**src/rtl/hazard_scoreboard.sv**
```systemverilog
// Register scoreboard and forwarding selector beside decode: per-register pending
// counters, youngest-match operand forwarding, stall generation and sticky error reporting.
module hazard_scoreboard #(
  parameter int REG_COUNT   = 32,
  parameter int READ_PORTS  = 2,
  parameter int FWD_SOURCES = 3,
  parameter int MAX_PENDING = 3,
  localparam int CNT_W      = $clog2(MAX_PENDING + 1),
  localparam int PT_W       = $clog2(REG_COUNT * MAX_PENDING + 1)
) (
  input  logic                        clk,
  input  logic                        rst_n,
  input  logic                        issue_valid,
  input  logic                        issue_we,
  input  logic [4:0]                  issue_rd,
  output logic                        issue_ready,
  input  logic                        retire_valid,
  input  logic [4:0]                  retire_rd,
  input  logic                        flush,
  input  logic [READ_PORTS*5-1:0]     rd_addr,
  input  logic [FWD_SOURCES*5-1:0]    fwd_target,
  input  logic [FWD_SOURCES*32-1:0]   fwd_value,
  input  logic [FWD_SOURCES-1:0]      fwd_valid,
  input  logic [FWD_SOURCES-1:0]      fwd_active,
  output logic [READ_PORTS-1:0]       rd_fwd,
  output logic [READ_PORTS*32-1:0]    rd_fwd_value,
  output logic [READ_PORTS-1:0]       rd_stall,
  output logic                        stall,
  output logic [PT_W-1:0]             pending_total,
  output logic                        error
);

  localparam int AW = 5;

  logic [CNT_W-1:0] count_q  [1:REG_COUNT-1];
  logic [CNT_W-1:0] count_d  [1:REG_COUNT-1];
  logic [CNT_W-1:0] cnt_view [REG_COUNT];
  logic             error_q, error_d;
  logic             issue_fire;
  logic [REG_COUNT-1:0] inc_vec, dec_vec;

  // Register 0 reads as a counter that is permanently zero.
  always_comb begin
    cnt_view[0] = '0;
    for (int r = 1; r < REG_COUNT; r++) cnt_view[r] = count_q[r];
  end

  assign issue_ready = !(issue_we && (issue_rd != '0) &&
                         (cnt_view[issue_rd] == CNT_W'(MAX_PENDING)));
  assign issue_fire  = issue_valid && issue_we && issue_ready && (issue_rd != '0);

  always_comb begin
    inc_vec = '0;
    dec_vec = '0;
    for (int r = 1; r < REG_COUNT; r++) begin
      inc_vec[r] = issue_fire && (issue_rd == AW'(r));
      dec_vec[r] = retire_valid && (retire_rd == AW'(r));
    end
  end

  // NOTE: every variable gets a default at the top of the block so no latch is inferred.
  always_comb begin
    error_d = error_q;
    for (int r = 1; r < REG_COUNT; r++) count_d[r] = count_q[r];
    if (flush) begin
      for (int r = 1; r < REG_COUNT; r++) count_d[r] = '0;
    end else begin
      for (int r = 1; r < REG_COUNT; r++) begin
        if (inc_vec[r] && !dec_vec[r]) begin
          count_d[r] = count_q[r] + CNT_W'(1);
        end else if (dec_vec[r] && !inc_vec[r]) begin
          if (count_q[r] == '0) error_d = 1'b1;
          else                  count_d[r] = count_q[r] - CNT_W'(1);
        end
      end
    end
  end

  // NOTE: the counter array is reset, unlike a data RAM, because pending state must vanish on reset.
  always_ff @(posedge clk or negedge rst_n) begin
    if (!rst_n) begin
      for (int r = 1; r < REG_COUNT; r++) count_q[r] <= '0;
      error_q <= 1'b0;
    end else begin
      // NOTE: state registers use non-blocking assignments; the combinational blocks use blocking.
      for (int r = 1; r < REG_COUNT; r++) count_q[r] <= count_d[r];
      error_q <= error_d;
    end
  end

  assign error = error_q;

  always_comb begin
    pending_total = '0;
    for (int r = 1; r < REG_COUNT; r++) pending_total = pending_total + PT_W'(count_q[r]);
  end

  // Youngest active match decides; an older valid match never overrides it.
  logic [AW-1:0] addr;
  logic          found;
  always_comb begin
    rd_fwd       = '0;
    rd_fwd_value = '0;
    rd_stall     = '0;
    addr         = '0;
    found        = 1'b0;
    for (int p = 0; p < READ_PORTS; p++) begin
      addr  = rd_addr[p*AW +: AW];
      found = 1'b0;
      if ((addr != '0) && (cnt_view[addr] != '0)) begin
        for (int s = 0; s < FWD_SOURCES; s++) begin
          if (!found && fwd_active[s] && (fwd_target[s*AW +: AW] == addr)) begin
            found = 1'b1;
            if (fwd_valid[s]) begin
              rd_fwd[p]                = 1'b1;
              rd_fwd_value[p*32 +: 32] = fwd_value[s*32 +: 32];
            end else begin
              rd_stall[p] = 1'b1;
            end
          end
        end
        if (!found) rd_stall[p] = 1'b1;
      end
    end
  end

  assign stall = |rd_stall;

endmodule

```
**config.mk**
```make
export PLATFORM = sky130hd
export DESIGN_NAME = hazard_scoreboard
export DESIGN_NICKNAME = d
export VERILOG_FILES = /design/src/rtl/hazard_scoreboard.sv
export SDC_FILE = /design/constraint.sdc
export NUM_CORES = 1
export LEC_CHECK = 0
export BUFFER_PORTS_ARGS = -buffer_cell sky130_fd_sc_hd__buf_4
export CAP_MARGIN = 20
export CORE_MARGIN = 4
export CORE_UTILIZATION = 45
export DETAILED_ROUTE_END_ITERATION = 16
export PLACE_DENSITY = 0.69
export SYNTH_ARGS = -nofsm -noshare
export SYNTH_HDL_FRONTEND = slang
export SYNTH_SLANG_ARGS = --single-unit
```
**constraint.sdc**
```tcl
create_clock -name clk -period 7.1 [get_ports clk]
set_input_delay 1.42 -clock clk [delete_from_list [all_inputs] [get_ports clk]]
set_output_delay 1.42 -clock clk [all_outputs]
set_load 0.03 [all_outputs]
```
==> insert_results.sql <==
INSERT INTO impl_metrics (metric_group, metric, value, unit) VALUES
('outcome', 'run_status', 'completed', ''),
('setup_path', 'critPathLaunchType', 'register', ''),
('global_routing', 'first_global_vias', '9349', ''),
('logic_synthesis', 'syn-num-nets', '1320', ''),
('timing', 'finalHoldViolCount', '0', ''),
('floorplanning', 'die-area', '0.0218', 'mm^2'),
('clocking', 'postCtsHoldBufs', '0', ''),
('timing', 'slew_headroom', '28.3', '%'),
('detailed_routing', 'drcViolationCount', '0', ''),
('logic_synthesis', 'synth-seq-cells', '63', ''),
('setup_path', 'setup.worst_path.end_class', 'output pin', ''),
('clocking', 'clock_tree.htree_level_count', '3', ''),
('floorplanning', 'die-width', '148', 'um'),
('global_routing', 'grt_use_total', '30.9', '%'),
('layout', 'final_cell_area', '0.0111', 'mm^2'),
('placement', 'postPlaceCellArea', '0.0106', 'mm^2'),
('floorplanning', 'placeableCoreArea', '0.0190', 'mm^2'),
('layout', 'antennaDiodeCount', '0', ''),
('placement', 'finalWeightedCongestion', '0.999', ''),
('timing', 'unrepaired_setup_endpoints_after_global_routing', 'true', ''),
('timing', 'fin_ws', '0.00391', 'ns'),
('power_and_ir_drop', 'cellPowerDensity', '102', 'mW/mm^2'),
('logic_synthesis', 'ys_seq_area_share', '17.9', '%'),
('hold_path', 'min_delay_worst_type', 'register to register', ''),
('global_routing', 'grt_max_degree', '66', ''),
('setup_path', 'critical_path_buf_inv_count', '5', ''),
('global_routing', 'grt_antenna_before_repair', '0', ''),
('placement', 'dp.final_hpwl', '26700', 'um'),
('timing', 'tightest_slew', '1.07', 'ns'),
('detailed_routing', 'drt_iter0_drc', '1155', ''),
('timing', 'post-route-period-util', '99.9', '%'),
('detailed_routing', 'drtAntennaViolNets', '0', ''),
('placement', 'preCtsSetupSlack', '0.240', 'ns'),
('setup_path', 'cp_data_arrival_time', '5.68', 'ns'),
('detailed_routing', 'route.vias.total', '9959', ''),
('timing', 'fin_tns_setup', '0', 'ns'),
('clocking', 'tritoncts_clock_tree', 'yes', ''),
('power_and_ir_drop', 'worst_ir_drop_vdd', '111', 'uV'),
('clocking', 'clock_latency', '0.35', 'ns'),
('setup_path', 'criticalPathCategory', 'register to output pin', ''),
('hold_path', 'hold-path-cell-count', '2', ''),
('clocking', 'clockRootBuffer', 'sky130_fd_sc_hd__clkbuf_16', ''),
('power_and_ir_drop', 'static-leakage-power', '4.35', 'nW'),
('clocking', 'cts_num_sinks', '63', ''),
('global_routing', 'grt.overflow.total', '0', ''),
('detailed_routing', 'via_per_inst', '6.37', ''),
('setup_path', 'worstPathMaxFanout', '7', ''),
('logic_synthesis', 'synthesis.area_per_instance', '7.93', 'um^2'),
('timing', 'final.min_clock_period', '7.10', 'ns'),
('layout', 'fillerInstances', '1740', ''),
('clocking', 'cts.clk_slew.worst_paths', '0.06', 'ns'),
('setup_path', 'cpLargestDelayFamily', 'adder cells', ''),
('setup_path', 'cp_slowest_cell', 'sky130_fd_sc_hd__fa_1', ''),
('global_routing', 'grt_pass1_wl', '53600', 'um'),
('logic_synthesis', 'netlist_area', '0.00879', 'mm^2'),
('timing', 'hold-worst-slack', '0.602', 'ns'),
('logic_synthesis', 'yosys.cell_types.count', '74', ''),
('clocking', 'number_of_buffers_on_the_longest_clock_path', '2', ''),
('logic_synthesis', 'async_reset_ff_share', '100', '%'),
('floorplanning', 'io-pin-count', '221', ''),
('logic_synthesis', 'postSynthCellCount', '1108', ''),
('logic_synthesis', 'synthFlopType', 'sky130_fd_sc_hd__dfrtp_1', ''),
('setup_path', 'cpPeakStageDelay', '0.61', 'ns'),
('setup_path', 'crit_chain', 'fa_1, inv_1, fa_1, fa_1, fa_1, fa_1, fa_1, fa_1, inv_1, ha_2, inv_1, fa_2, inv_1, a21o_1, a21oi_2, xnor2_1, buf_4', ''),
('logic_synthesis', 'number_of_enable_type_register_cells_in_the_synthesized_netlist', '0', ''),
('setup_path', 'critical_path.most_common_cell', 'sky130_fd_sc_hd__fa_1', ''),
('timing', 'final-max-slew-violation-count', '0', ''),
('detailed_routing', 'routed_wl', '35300', 'um'),
('floorplanning', 'placementRows', '50', ''),
('logic_synthesis', 'synth-warning-count', '0', ''),
('detailed_routing', 'firstDrtPassIters', '7', '');
==> cell type report <==
cell class / count / area (um^2) / area share, %
clock buffers: 10 / 239 / 2.16
multi-input cells: 885 / 6580 / 59.4
well taps: 260 / 325 / 2.94
clock inverters: 6 / 60.1 / 0.542
repair buffers: 264 / 1980 / 17.9
flip-flops and latches: 63 / 1600 / 14.5
inverters: 75 / 282 / 2.54
==> Yosys cell counts, drive strengths merged, types with 3 or more instances <==
master,count,area [um^2]
a32oi,32,280
nand4,14,93.8
a211oi,37,283
a21oi,131,659
a2111oi,3,45.1
xor2,26,228
nand4b,7,61.3
inv,75,282
clkbuf,55,208
and3,9,56.3
fa,57,1140
nor4,21,150
nor2b,10,62.6
nand4bb,3,33.8
and4,5,43.8
nor3b,10,75.1
a31oi,14,87.6
o211ai,4,30.0
a221oi,5,43.8
o21ai,50,250
xnor2,23,201
buf,30,183
o21bai,5,37.5
o22ai,4,25.0
nor3,27,135
nand2b,9,56.3
nand3,47,235
a21o,9,67.6
o21a,7,52.6
and2,22,138
mux4,22,495
nor2,88,333
nand3b,4,30.0
nand2,97,364
and4b,4,40.0
a22oi,37,278
dfrtp,63,1580
ha,12,150
==> timing repair <==
item | CTS | global route
pin swaps | 8 | 12
resized for setup | 12 | 19
setup endpoints to repair | 3 | 3
setup buffers | 4 | 11
==> layout by cell type, fill, tap and decap left out, types with 32 or more instances in the layout <==
master,n
sky130_fd_sc_hd__buf_4,264
sky130_fd_sc_hd__o21ai_0,49
sky130_fd_sc_hd__a211oi_1,36
sky130_fd_sc_hd__a32oi_1,32
sky130_fd_sc_hd__inv_1,74
sky130_fd_sc_hd__a22oi_1,37
sky130_fd_sc_hd__a21oi_1,128
sky130_fd_sc_hd__dfrtp_1,41
sky130_fd_sc_hd__nand2_1,97
sky130_fd_sc_hd__nand3_1,47
sky130_fd_sc_hd__fa_1,52
sky130_fd_sc_hd__nor2_1,86
==> layer usage <==
| metal | track usage (%) | wire length [um] |
|---|---|---|
| met1 | 40.0 | 13500 |
| met2 | 47.4 | 16100 |
| met3 | 7.05 | 3500 |
| met4 | 18.5 | 2310 |
| met5 | 0 | 0 |
==> cell families after synthesis <==
logic type                 Yosys count  share of synthesized area (%)
muxes                               23                           5.77
DFF                                 63                           17.9
adders and majority gates           69                           14.7
and+or+nand+nor                    387                           22.7
AOI/OAI and AO/OA                  357                           26.4
buffers and inverters              160                           7.65
xor gates and xnor gates            49                           4.88
==> registers in the layout, summed over array words and instances, names as in the netlist <==
signal	flops
cnt_view	62
error	1
==> report_power, final <==
part | internal (W) | switching, W
logic | 0.000121 | 0.000178
registers | 0.000362 | 0.00000489
clock network | 0.000279 | 0.000182
==> metrics by stage <==
| stage | cells | utilization (%) | total power, W |
|---|---|---|---|
| floorplan | 1108 | - | 0.000529 |
| global placement | 1532 | 56.0 | 0.000664 |
| detailed placement | 1532 | 56.0 | 0.000665 |
| CTS | 1552 | 57.8 | 0.00113 |
| global route | 1563 | 58.4 | 0.00117 |
| finish | 1563 | 58.4 | 0.00113 |
==> final timing paths <==
kind,start,to,slack (ns)
setup / recovery,cnt_view[29],pending_total[5],0.004
hold / removal,cnt_view[15],cnt_view[15],0.60
setup reg to reg,cnt_view[24],error,3.69
hold reg to reg,cnt_view[15],cnt_view[15],0.60
max in group asynchronous,rst_n,cnt_view[50],5.29
min in group asynchronous,rst_n,cnt_view[21],1.19
==> worst min-delay path, stage by stage, from the launching register on <==
cell and delay [ns]:
sky130_fd_sc_hd__dfrtp_2 0.42, sky130_fd_sc_hd__nand2b_1 0.08, sky130_fd_sc_hd__a21oi_1 0.06
(Power assumes the default switching activity.)
